--- config.mk ---
export PLATFORM = sky130hd
export DESIGN_NAME = alu_arbiter
export DESIGN_NICKNAME = d
export VERILOG_FILES = /design/src/rtl/alu_arbiter.sv
export SDC_FILE = /design/constraint.sdc
export NUM_CORES = 1
export LEC_CHECK = 0
export ABC_AREA = 0
export CAP_MARGIN = 0
export CORE_MARGIN = 2
export CORE_UTILIZATION = 40
export CTS_BUF_LIST = sky130_fd_sc_hd__clkbuf_4
export DETAILED_ROUTE_END_ITERATION = 7
export PLACE_DENSITY = 0.92
export REMOVE_ABC_BUFFERS = 1
export SYNTH_ARGS = -nofsm -noshare
export SYNTH_HDL_FRONTEND = slang
export SYNTH_SLANG_ARGS = --single-unit
--- constraint.sdc ---
create_clock -name CLK -period 7 [get_ports CLK]
set_clock_uncertainty 0.05 [all_clocks]
set_input_delay 2.1 -clock CLK [delete_from_list [all_inputs] [get_ports CLK]]
set_output_delay 2.1 -clock CLK [all_outputs]
set_load 0.02 [all_outputs]
--- src/rtl/alu_arbiter.sv ---
// -----------------------------------------------------------------------------
// alu_arbiter
//
// Purpose:
//   Two-requester round-robin arbiter and sequencer in front of the single
//   shared 32-bit ALU. One operation is in flight at a time. The flow is:
//     IDLE : the winning request is accepted and its operands are registered
//            onto ALU_A/ALU_B/ALU_INST.
//     EXEC : the combinational ALU settles. Its result and flags are captured
//            into the owner's response registers.
//     RESP : the owner's response is held until it is consumed.
//   A request handshake at clock edge T gives a response that is valid after
//   edge T+1. READY is visible during the cycle before edge T, so VALID rises
//   two cycles after READY. Each operation takes at least 3 cycles.
//
// Ports:
//   CLK, RST              clock (rising edge), asynchronous active-high reset
//   REQn_VALID/READY      request handshake for requester n (n = 0, 1)
//   REQn_A/B/INST         operands and ALU instruction for requester n
//   RSPn_VALID/READY      response handshake for requester n
//   RSPn_Z/FLAGS          result and flags {reserved, Zero, CarryOut, Overflow}
//   ALU_A/B/INST          registered operands driven into the ALU
//   ALU_Z/FLAGS           combinational ALU result and flags
//
// Optional build macro:
//   ALU_ARBITER_STATS_EN  adds two 16-bit outputs that saturate at 16'hFFFF:
//                         OP_COUNT  counts completed response handshakes.
//                         OVF_COUNT counts completed responses with FLAGS[0]=1.
// -----------------------------------------------------------------------------
module alu_arbiter #(
    parameter int W  = 32,
    parameter int IW = 4,
    parameter int FW = 4
) (
    input  logic          CLK,
    input  logic          RST,

    input  logic          REQ0_VALID,
    output logic          REQ0_READY,
    input  logic [W-1:0]  REQ0_A,
    input  logic [W-1:0]  REQ0_B,
    input  logic [IW-1:0] REQ0_INST,

    input  logic          REQ1_VALID,
    output logic          REQ1_READY,
    input  logic [W-1:0]  REQ1_A,
    input  logic [W-1:0]  REQ1_B,
    input  logic [IW-1:0] REQ1_INST,

    output logic          RSP0_VALID,
    input  logic          RSP0_READY,
    output logic [W-1:0]  RSP0_Z,
    output logic [FW-1:0] RSP0_FLAGS,

    output logic          RSP1_VALID,
    input  logic          RSP1_READY,
    output logic [W-1:0]  RSP1_Z,
    output logic [FW-1:0] RSP1_FLAGS,

    output logic [W-1:0]  ALU_A,
    output logic [W-1:0]  ALU_B,
    output logic [IW-1:0] ALU_INST,
    input  logic [W-1:0]  ALU_Z,
    input  logic [FW-1:0] ALU_FLAGS
`ifdef ALU_ARBITER_STATS_EN
    ,
    output logic [15:0]   OP_COUNT,
    output logic [15:0]   OVF_COUNT
`endif
);

    // At reset, ALU_INST holds the "constant zero" opcode, so the idle ALU
    // produces a quiet, known output.
    localparam logic [IW-1:0] INST_ZERO = IW'(4'b1110);

    typedef enum logic [1:0] {
        IDLE = 2'd0,
        EXEC = 2'd1,
        RESP = 2'd2
    } state_t;

    state_t state;
    state_t state_next;

    logic owner;       // requester that owns the in-flight operation
    logic last_grant;  // most recently granted requester
    logic grant0;
    logic grant1;
    logic accept;      // a request handshake completes this cycle
    logic rsp_hs;      // the owner's response handshake completes this cycle

    // -------------------------------------------------------------------------
    // Round-robin grant. One valid requester always wins. When both are valid,
    // the requester that was not granted last wins.
    // -------------------------------------------------------------------------
    assign grant0 = REQ0_VALID & (~REQ1_VALID | last_grant);
    assign grant1 = REQ1_VALID & (~REQ0_VALID | ~last_grant);

    // -------------------------------------------------------------------------
    // State register
    // -------------------------------------------------------------------------
    // NOTE: Use non-blocking (<=) for every flop. All registers then sample
    // the pre-edge values, which removes ordering races between always_ff
    // blocks.
    always_ff @(posedge CLK or posedge RST) begin
        if (RST) begin
            state <= IDLE;
        end else begin
            state <= state_next;
        end
    end

    // -------------------------------------------------------------------------
    // Next-state and handshake outputs
    // -------------------------------------------------------------------------
    // NOTE: Every signal this block drives gets a default before the case
    // statement. A missed assignment on any path would otherwise infer a
    // latch.
    always_comb begin
        state_next = state;
        REQ0_READY = 1'b0;
        REQ1_READY = 1'b0;
        RSP0_VALID = 1'b0;
        RSP1_VALID = 1'b0;
        accept     = 1'b0;
        rsp_hs     = 1'b0;

        case (state)
            IDLE: begin
                // While RST is high the state is already IDLE. Qualifying
                // READY with RST keeps every READY low during reset, even
                // when a requester is holding VALID.
                REQ0_READY = grant0 & ~RST;
                REQ1_READY = grant1 & ~RST;
                accept     = REQ0_READY | REQ1_READY;
                if (accept) begin
                    state_next = EXEC;
                end
            end

            EXEC: begin
                state_next = RESP;
            end

            RESP: begin
                RSP0_VALID = ~owner;
                RSP1_VALID = owner;
                // The non-owner's RSP_READY is ignored.
                rsp_hs     = owner ? RSP1_READY : RSP0_READY;
                if (rsp_hs) begin
                    state_next = IDLE;
                end
            end

            default: begin
                state_next = IDLE;
            end
        endcase
    end

    // -------------------------------------------------------------------------
    // Operand registers, owner and round-robin pointer.
    // These registers load only on an accepted request. In every other cycle
    // they hold their value, so the ALU inputs do not toggle while unused.
    // -------------------------------------------------------------------------
    always_ff @(posedge CLK or posedge RST) begin
        if (RST) begin
            ALU_A      <= '0;
            ALU_B      <= '0;
            ALU_INST   <= INST_ZERO;
            owner      <= 1'b0;
            last_grant <= 1'b1;  // requester 0 wins the first contest
        end else if (accept) begin
            ALU_A      <= REQ1_READY ? REQ1_A    : REQ0_A;
            ALU_B      <= REQ1_READY ? REQ1_B    : REQ0_B;
            ALU_INST   <= REQ1_READY ? REQ1_INST : REQ0_INST;
            owner      <= REQ1_READY;
            last_grant <= REQ1_READY;
        end
    end

    // -------------------------------------------------------------------------
    // Response data registers.
    // In EXEC, the ALU result is captured into the owner's registers only.
    // The other requester's last result is left unchanged. The data is not
    // cleared after the response handshake; only VALID drops.
    // -------------------------------------------------------------------------
    always_ff @(posedge CLK or posedge RST) begin
        if (RST) begin
            RSP0_Z     <= '0;
            RSP0_FLAGS <= '0;
            RSP1_Z     <= '0;
            RSP1_FLAGS <= '0;
        end else if (state == EXEC) begin
            if (owner) begin
                RSP1_Z     <= ALU_Z;
                RSP1_FLAGS <= ALU_FLAGS;
            end else begin
                RSP0_Z     <= ALU_Z;
                RSP0_FLAGS <= ALU_FLAGS;
            end
        end
    end

`ifdef ALU_ARBITER_STATS_EN
    // -------------------------------------------------------------------------
    // Statistics counters. They saturate instead of wrapping, so a long run
    // never reports a small, misleading count.
    // -------------------------------------------------------------------------
    logic rsp_ovf;
    assign rsp_ovf = owner ? RSP1_FLAGS[0] : RSP0_FLAGS[0];

    always_ff @(posedge CLK or posedge RST) begin
        if (RST) begin
            OP_COUNT  <= '0;
            OVF_COUNT <= '0;
        end else if (rsp_hs) begin
            if (OP_COUNT != 16'hFFFF) begin
                OP_COUNT <= OP_COUNT + 16'd1;
            end
            if (rsp_ovf && (OVF_COUNT != 16'hFFFF)) begin
                OVF_COUNT <= OVF_COUNT + 16'd1;
            end
        end
    end
`endif

endmodule

After elaboration in Yosys (flattened, before gate mapping)
Index checks and enable logic that the tools add are counted.
{"block": "classes", "n_eq_ne": 4, "muxes": 12, "bitwise": 12, "n_reduce_logical": 4}
{"cell": "32-bit 2-to-1 mux", "n": 2}
{"cell": "1-bit 2-to-1 mux", "n": 6}
{"cell": "2-bit case mux with 3 select lines", "n": 1}
{"cell": "2-bit AND reduction", "n": 3}
{"cell": "1-bit NOT", "n": 5}
{"cell": "1-bit AND", "n": 4}
{"cell": "2-bit 2-to-1 mux", "n": 2}
{"cell": "4-bit 2-to-1 mux", "n": 1}
{"cell": "2-bit inequality test, second input constant", "n": 2}
{"cell": "1-bit bitwise OR", "n": 3}
{"cell": "2-bit by 1-bit == test with 1-bit output, second input constant", "n": 1}
{"cell": "2-bit == test, second input constant", "n": 1}
{"cell": "2-bit zero test", "n": 1}
{"block": "word_totals", "reg_bits": 144, "in_bits": 178, "out_inout_bits": 144}

Depth between registers and ports, before layout
Gate-level depths: netlist of run 1.
{"block": "depth", "ltp_word": 7, "ltp_mapped": 6, "depth_no_buf": 3}

Worst setup path before layout of run 1
Ideal clock, no wire load.
{"block": "synth_path", "path_type": "input-to-output", "start": "input port RST", "end": "output port REQ0_READY", "arrival_time_ns": 3.336, "setup_slack_ns": 1.514, "stages": 4, "cell_sequence": "or3_1 > buf_2 > buf_2 > a211oi_1"}
{"block": "synth_between", "elab_chain_cells": 3}
{"element": "start: declaration", "line": "36", "source": "input logic RST,"}
{"element": "1-bit NOT", "line": "133", "source": "REQ0_READY = grant0 & ~RST;"}
{"element": "1-bit AND", "line": "133"}
{"element": "1-bit 2-to-1 mux", "line": "128", "source": "case (state)"}
{"element": "end: declaration", "line": "39", "source": "output logic REQ0_READY,"}
No other way between the ends.

Worst setup path in the final report of run 1
Ends and elaborated chain as after synthesis.

==> results.json, run 1 <==
{
  "clock_latency_ns": 0.52,
  "endpoint_kind": "output port",
  "antenna_found_initial": 1,
  "initial_core_util": 0.409,
  "cts_made_buffers": 17,
  "path_class": "in -> out",
  "synth_cell_types": 28,
  "p_per_area_nw_per_um2": 449,
  "ir_worst_vdd_v": 0.000214,
  "io_pins": 322,
  "final_max_slew_viol_count": 0,
  "port_buffers": 321,
  "post_cts.repair.setup_buffers": 0,
  "tightest_slew_ns": 1.07,
  "hold_class": "reg -> reg",
  "cp.arrival_ns": 4.16,
  "seq_area_um2": 3610,
  "wl_um": 21800,
  "final_antenna_net_count": 0,
  "fmax_mhz": 158,
  "drive_gt1_frac": 0.145,
  "min_period_ns": 6.31,
  "cp_max_fo": 4,
  "cts.sinks": 144,
  "syn2layout_area_growth_pct": 53.5,
  "setup_violations": 0,
  "die_w_um": 132,
  "crit_required_ns": 4.85,
  "start_kind": "primary input",
  "power.leakage_nw": 3.94,
  "rsz0062_at_grt": "false",
  "fillers": 1193,
  "ys_warn_count": 0,
  "final_cells": 1090,
  "synth-edff-count": 0,
  "vias_per_cell": 5.50,
  "drv_cap": 0,
  "outcome": "finished clean",
  "drt_iter0_drc": 388,
  "postCtsResizedCells": 0,
  "num_rows": 46,
  "ctsHtreeMaxLevel": 4,
  "dp_cells": 1057,
  "cts_buffer_depth": 2,
  "grt_overflow": 0,
  "grt_max_degree": 107,
  "grt_pass1_wl_um": 33900,
  "multi_input_area_um2": 2520,
  "drt_pass1_iterations": 5,
  "synth-main-ff-cell": "dfrtp_1",
  "power_mw": 4.50,
  "slew_headroom": 0.288,
  "avgSynthCellArea_um2": 11.4,
  "finalHoldViolCount": 0,
  "cts-root-buf": "clkbuf_4",
  "drc": 0,
  "netlist_area_um2": 6530,
  "yosysSeqAreaShare": 0.553,
  "cts_tree": "yes",
  "post-dp-hpwl_um": 14900,
  "period_share": 0.902,
  "postLayoutCoreUtil": 0.629,
  "grt_pass1_vias": 6016,
  "wire_per_inst_um": 20.0,
  "gp_congestion": 0.822,
  "dieArea_um2": 17400,
  "coreArea_um2": 15900,
  "fin_nets": 1038,
  "async_reset_ff_frac": 1.00,
  "grt_usage": 0.250,
  "ys_ff_latch": 144,
  "cts_hold_buf": 0,
  "path_clk_slew_ns": 0.11,
  "synthCells": 570,
  "vias": 5993,
  "fp.dieH_um": 132
}
==> registers in the layout, indices dropped and copies added (netlist names) <==
| signal | flops |
|---|---|
| owner | 1 |
| state | 2 |
| RSP0_Z | 32 |
| last_grant | 1 |
| ALU_B | 32 |
| RSP1_FLAGS | 4 |
| ALU_A | 32 |
| RSP1_Z | 32 |
| RSP0_FLAGS | 4 |
| ALU_INST | 4 |
==> kinds of logic (layout without fill, tap and decap cells) <==
| logic type | after synthesis | in the layout | share of synthesized area |
|---|---|---|---|
| buffers and inverters | 64 | 367 | 0.0640 |
| other | 0 | 1 | 0 |
| AOI/OAI and AO/OA | 210 | 210 | 0.177 |
| DFF | 144 | 144 | 0.553 |
| muxes | 73 | 73 | 0.143 |
| and+or+nand+nor | 79 | 79 | 0.0633 |
==> placed cells by master, fill, tap and decap left out, drive strengths merged <==
cell / n
o22ai: 2
dfstp: 4
nand3: 68
nor3: 1
a21oi: 68
buf: 10
dfrtp: 140
mux2: 73
nand2b: 2
clkbuf: 17
clkdlybuf4s50: 321
diode: 1
a21boi: 1
inv: 8
clkinv: 4
nor2: 4
a31oi: 68
bufinv: 3
a211oi: 1
and2: 1
a21bo: 1
or3: 1
clkinvlp: 4
o21ai: 69
or2: 2
==> per-layer routing <==
metal  track usage  part of all wire
met5             0                 0
met4        0.0906             0.024
met3        0.0715             0.082
met2         0.423              0.49
met1         0.305              0.40
==> stage by stage <==
step / TNS, ns / hold WS [ns] / worst slack (ns) / instance area (µm²)
finish: 0 / 0.468 / 0.686 / 10000
global route: 0 / 0.493 / 0.655 / 10000
CTS: 0 / 0.473 / 0.677 / 10000
detailed placement: 0 / 0.441 / 0.701 / 9710
global placement: 0 / 0.438 / 0.673 / 9710
floorplan: -58.48 / 0.430 / -0.870 / 6120
==> power by group <==
part / internal (mW) / switching, mW / total (mW)
clock: 0.252 / 0.331 / 0.583
sequential: 1.25 / 0.250 / 1.50
combinational: 1.19 / 1.23 / 2.42
total: 2.69 / 1.81 / 4.50
==> critical path: stages <==
cell and delay, ns:
clkdlybuf4s50_1 0.54, or3_2 0.62, a211oi_1 0.25, clkdlybuf4s50_1 0.64
==> cell type report <==
class	count	share of cell area
clock buffer	17	0.0127
inverter	4	0.00200
timing repair buffer	331	0.328
antenna	1	0.000250
tap	216	0.0270
multi-input combinational	362	0.252
sequential	144	0.360
clock inverter	15	0.0182
==> synthesized netlist by cell type, types with 2 or more instances <==
library cell  number  area [µm²]
dfrtp_1          140        3500
a21oi_1           68         340
a31oi_1           68         425
nand3_1           68         340
o21ai_0           57         285
mux2_2            43         484
mux2_4            30         450
clkbuf_1          22        82.6
buf_2             13        65.1
buf_6             12         135
o21ai_1           12        60.1
clkbuf_2           6        30.0
buf_4              4        30.0
dfstp_2            4         105
inv_1              4        15.0
buf_12             3        60.1
nor2_1             3        11.3
o22ai_1            2        12.5
or2_1              2        12.5
==> path summary, 6_finish.rpt <==
check | endpoint | slack [ns] | depth (start not counted) | startpoint
setup / recovery | REQ0_READY | 0.69 | 4 | RST
hold / removal | RSP0_Z[30] | 0.47 | 1 | RSP0_Z[30]
setup reg to reg | ALU_A[5] | 4.43 | 5 | state[0]
hold reg to reg | RSP0_Z[30] | 0.47 | 1 | RSP0_Z[30]
max in group asynchronous | RSP1_Z[21] | 3.56 | 3 | RST
min in group asynchronous | RSP1_Z[19] | 2.21 | 2 | RST
No activity file was read; power rests on OpenSTA's default activity.
==> run 2: changes to the inputs <==
Settings changed: TNS_END_PERCENT set to 30.
==> results of run 2 <==
Final layout, timing and power as in run 1 (identical DEF).
==> run 3: changes to the inputs <==
Settings changed: GPL_ROUTABILITY_DRIVEN set to 0, RECOVER_POWER set to 25.
==> results.json, run 3 (same netlist as run 1, synthesis figures left out) <==
{
  "ir_worst_vdd_v": 0.000213,
  "start_kind": "primary input",
  "post_cts.repair.setup_buffers": 0,
  "combPwrFrac": 0.530,
  "path_clk_slew_ns": 0.13,
  "wl_um": 21600,
  "cp.arrival_ns": 4.19,
  "initial_core_util": 0.409,
  "p_per_area_nw_per_um2": 446,
  "crit_required_ns": 4.85,
  "routed.top_layer": "met4",
  "holdCritStartpoint": "RSP1_Z[14]",
  "tightest_slew_ns": 3.93,
  "dr_wl_met3_um": 1850,
  "drive_gt1_frac": 0.120,
  "syn2layout_area_growth_pct": 52.4,
  "wl_met2_um": 10900,
  "holdPathEnd": "RSP1_Z[14]",
  "postCtsResizedCells": 0,
  "min_period_ns": 6.34,
  "cts_made_buffers": 17,
  "p_int_mw": 2.63,
  "coreArea_um2": 15900,
  "cts_buffer_depth": 2,
  "port_buffers": 321,
  "slew_headroom": -1.62,
  "die_w_um": 132,
  "p_sw_mw": 1.80,
  "cp_max_fo": 4,
  "num_rows": 46,
  "min_path_cells": 1,
  "grt_pass1_wl_um": 33900,
  "fin_nets": 1038,
  "cts-root-buf": "clkbuf_4",
  "seq_area_um2": 3610,
  "worstSetupPathDepth": 4,
  "endpoint_kind": "output port",
  "final_antenna_net_count": 0,
  "wl_met1_um": 8470,
  "whs_ns": 0.457,
  "dieArea_um2": 17400,
  "fp.dieH_um": 132,
  "drv_cap": 1,
  "grt_pass1_vias": 6016,
  "cts_hold_buf": 0,
  "dp_slack_ns": 0.701,
  "switching_share": 0.407,
  "slowest_delay_ns": 0.64,
  "final_max_slew_viol_count": 107,
  "path_class": "in -> out",
  "antenna_found_initial": 1,
  "pwr-share-clk": 0.132,
  "fillers": 1215,
  "rrSetupSlack_ns": 4.45,
  "crit_chain": "dlygate4sd3_1, or3_2, a211oi_1, clkdlybuf4s50_1",
  "hold_class": "reg -> reg",
  "layout_common_cells": "clkdlybuf4s50_1 (283), dfrtp_1 (140), nand3_1 (68), a21oi_1 (68), a31oi_1 (68)",
  "violations": "capacitance limit, slew limit",
  "io_pins": 322,
  "outcome": "finished, violations left",
  "grt_usage": 0.250,
  "grt_overflow": 0,
  "power.leakage_nw": 3.85,
  "fmax_mhz": 158,
  "dp_cells": 1057,
  "postLayoutCoreUtil": 0.624,
  "cts.sinks": 144,
  "cts_tree": "yes",
  "setup_violations": 0,
  "crit_family": "buffers and inverters",
  "cp_slowest_cell": "clkdlybuf4s50_1",
  "multi_input_area_um2": 2450,
  "wire_per_inst_um": 19.9,
  "finalHoldViolCount": 0,
  "ctsHtreeMaxLevel": 4,
  "rsz0062_at_grt": "false",
  "grt_max_degree": 107,
  "r2r_end": "ALU_INST[1]",
  "vias": 5921,
  "drt_iter0_drc": 357,
  "setup_slack_ns": 0.657,
  "vias_per_cell": 5.43,
  "final_common_cell": "clkdlybuf4s50_1",
  "post-dp-hpwl_um": 14900,
  "drc": 0,
  "final_cells": 1090,
  "period_share": 0.906,
  "rr_worst_depth": 5,
  "p_seq_frac": 0.338,
  "crit-reg2reg-launch": "state[0]",
  "drt_pass1_iterations": 4,
  "clock_latency_ns": 0.51,
  "crit_buf_inv": 2
}
[run 3: worst max-delay path by stage]
stage                             to  start
after detailed placement  REQ0_READY    RST
final                     REQ0_READY    RST
after global placement    REQ0_READY    RST
after floorplan                owner    RST
after global routing       ALU_B[24]    RST
after CTS                 REQ0_READY    RST
[run 3: area by class of cell]
cell class,instances,share of cell area
Clock inverter,15,0.0184
Inverter,4,0.00151
Timing Repair Buffer,331,0.331
Multi-Input combinational cell,362,0.246
Sequential cell,144,0.363
Antenna cell,1,0.000252
Clock buffer,17,0.0128
Tap cell,216,0.0272
[run 3: layer usage]
metal | vias to the layer above | track usage
met5 | - | 0
met3 | 37 | 0.0715
met1 | 2858 | 0.305
met2 | 336 | 0.423
met4 | 0 | 0.0906
li1 | 2690 | -
[run 3: power groups by stage]
| stage | combinational (mW) | sequential (mW) | clock, mW |
|---|---|---|---|
| CTS | 2.43 | 1.50 | 0.595 |
| global placement | 2.37 | 1.48 | 0 |
| floorplan | 0.719 | 1.98 | 0 |
| global route | 2.48 | 1.54 | 0.635 |
| detailed placement | 2.42 | 1.51 | 0 |
| finish | 2.35 | 1.50 | 0.584 |
[run 3: metrics by stage]
step / TNS, ns / power (mW) / cell area [µm²]
4_1_cts: 0 / 4.52 / 10000
3_3_place_gp: 0 / 3.85 / 9710
3_5_place_dp: 0 / 3.93 / 9710
6_report: 0 / 4.43 / 9940
2_1_floorplan: -58.48 / 2.70 / 6120
5_1_grt: 0 / 4.65 / 9940
==> edit, RTL diff (config.mk and constraints of run 3) <==
The 3 states of `state_t` get a one-hot encoding in 3 bits.
--- a/src/rtl/alu_arbiter.sv
+++ b/src/rtl/alu_arbiter.sv
@@ -74,8 +74,8 @@
     localparam logic [IW-1:0] INST_ZERO = IW'(4'b1110);
 
-    typedef enum logic [1:0] {
-        IDLE = 2'd0,
-        EXEC = 2'd1,
-        RESP = 2'd2
+    typedef enum logic [2:0] {
+        IDLE = 3'b001,
+        EXEC = 3'b010,
+        RESP = 3'b100
     } state_t;
 
Function: no difference found for any inputs over 4 cycles, from zero or initial values and one cycle with RST high; so few cycles prove little.
==> edit against run 3 <==
  * The run still ends with capacitance limit, slew limit left
  * Power is 6.8% lower
  * Hold slack better by 0.0033 ns
  * Wire length is 12% lower
  * Utilization is 1.7 points higher
  * Cell count is 15% lower
  * Largest power group unchanged
  * Clock power is 7.0% lower
  * Count of clock-buffer cells in the layout stayed put
  * Sequential cell count is 1 higher
  * Area after synthesis is 6.9% lower
  * Maximum frequency is 0.16% higher
  * Final area is 3.1% lower
  * Combinational power is 10% lower
  * Worst setup slack better by 0.0099 ns
==> edit: results (changes against run 3) <==
| Metric | Value |
|---|---|
| Status | finished with violations |
| Failing checks | capacitance limit, slew limit |
| Starting DRC count in detailed routing | 176 (-51%) |
| Via Count | 5116 (-14%) |
| Max Slew Vio Count | 95 (-11%) |
| RR Startpoint | state[0] |
| Delay-heaviest family, CP | buffers and inverters |
| Post-DP HPWL | 13300 um (-11%) |
| Slew headroom | -134% (+28 points) |
| Multi-input logic area | 2210 sq um (-10%) |
| VDD IR-drop max | 274 uV (+28%) |
| Dpl cells | 891 (-16%) |
| Sequential-to-total area share from yosys stat | 59.8% (+4.5 points) |
| DR WL/cell | 20.7 um (+4.2%) |
| Leakage power | 3.84 nW (-0.19%) |
| Worst slack, placed | 0.711 ns (+0.0103 ns) |
| Synth cell types | 24 (-14%) |
| Syn_area_per_cell | 14.5 sq um (+26%) |
| Number of global-route vias before repair | 5441 (-9.6%) |
| DP Area | 9340 sq um (-3.8%) |
| Post-synth top cells | 140 x dfrtp_1, 69 x mux2_2, 68 x a2bb2oi_1, 68 x o32ai_1, 25 x clkbuf_1 |
| Fin cells | 925 (-15%) |
| First-pass GRT wire length | 29500 um (-13%) |
| Nets | 900 (-13%) |
| Initial antenna violation count | 2 (+1) |
| Met2 WL post-DR | 9300 um (-15%) |
| Met1 WL | 7260 um (-14%) |
| Max-cap viol count | 1 (unchanged) |
| Main area contributors after synthesis | dfrtp_1 58%, mux2_2 13%, a2bb2oi_1 9.8% |
| Max FO, Critical Path | 3 (-1) |
| Worst Path Arrival | 4.18 ns (about the same) |
| Clk_lat worst skew | 0.54 ns (+0.03 ns) |
| Layout cell share with drive strength beyond 1 | 15.9% (+3.9 points) |
| Filler Cells Inserted | 1096 (-9.8%) |
| Tot GR Track Use | 23.4% (-1.6 points) |
| DR WL met3 | 2050 um (+11%) |
-- edit: cell count changes after synthesis, sizes merged, moves of 66 or more --
cell            run 3  this run
o32ai               0        68
a31oi              68         1
o21ai              69         0
a21oi              68         2
nand3              68         0
a2bb2oi             0        68
-- edit: path summary, 6_finish.rpt --
check                             end  slack (ns)  cells past startpoint
min in group asynchronous       owner        3.30                      2
setup / recovery           REQ0_READY        0.67                      4
max in group asynchronous  RSP1_Z[25]        1.50                      3
setup reg to reg           last_grant        4.54                      4
hold / removal             RSP1_Z[31]        0.46                      1
hold reg to reg            RSP1_Z[31]        0.46                      1
-- edit: logic make-up after synthesis --
group | count (synthesis) | synth area share (%)
muxes | 73 | 13.5
buffers and inverters | 46 | 4.18
and+or+nand+nor | 15 | 2.35
DFF | 145 | 59.8
AOI/OAI and AO/OA | 141 | 20.2
-- edit: layout make-up --
cell class,count,share of cell area [%]
repair buffers,326,33.7
flip-flops and latches,145,37.7
multi-input cells,229,22.9
inverters,3,0.117
well taps,188,2.44
diodes,2,0.0519
clock buffers,17,1.32
clock inverters,15,1.74
-- edit: routing by layer --
metal / vias up / global-route usage, %
met3: 48 / 10.6
met2: 264 / 39.3
li1: 2286 / -
met5: - / 0
met1: 2518 / 26.5
met4: 0 / 8.14
-- edit: where the power goes --
group / total [mW] / internal (mW) / switching (mW) / leakage (nW)
logic: 2.11 / 1.10 / 1.01 / 2.00
clock network: 0.543 / 0.194 / 0.349 / 0.159
registers: 1.48 / 1.24 / 0.241 / 1.68
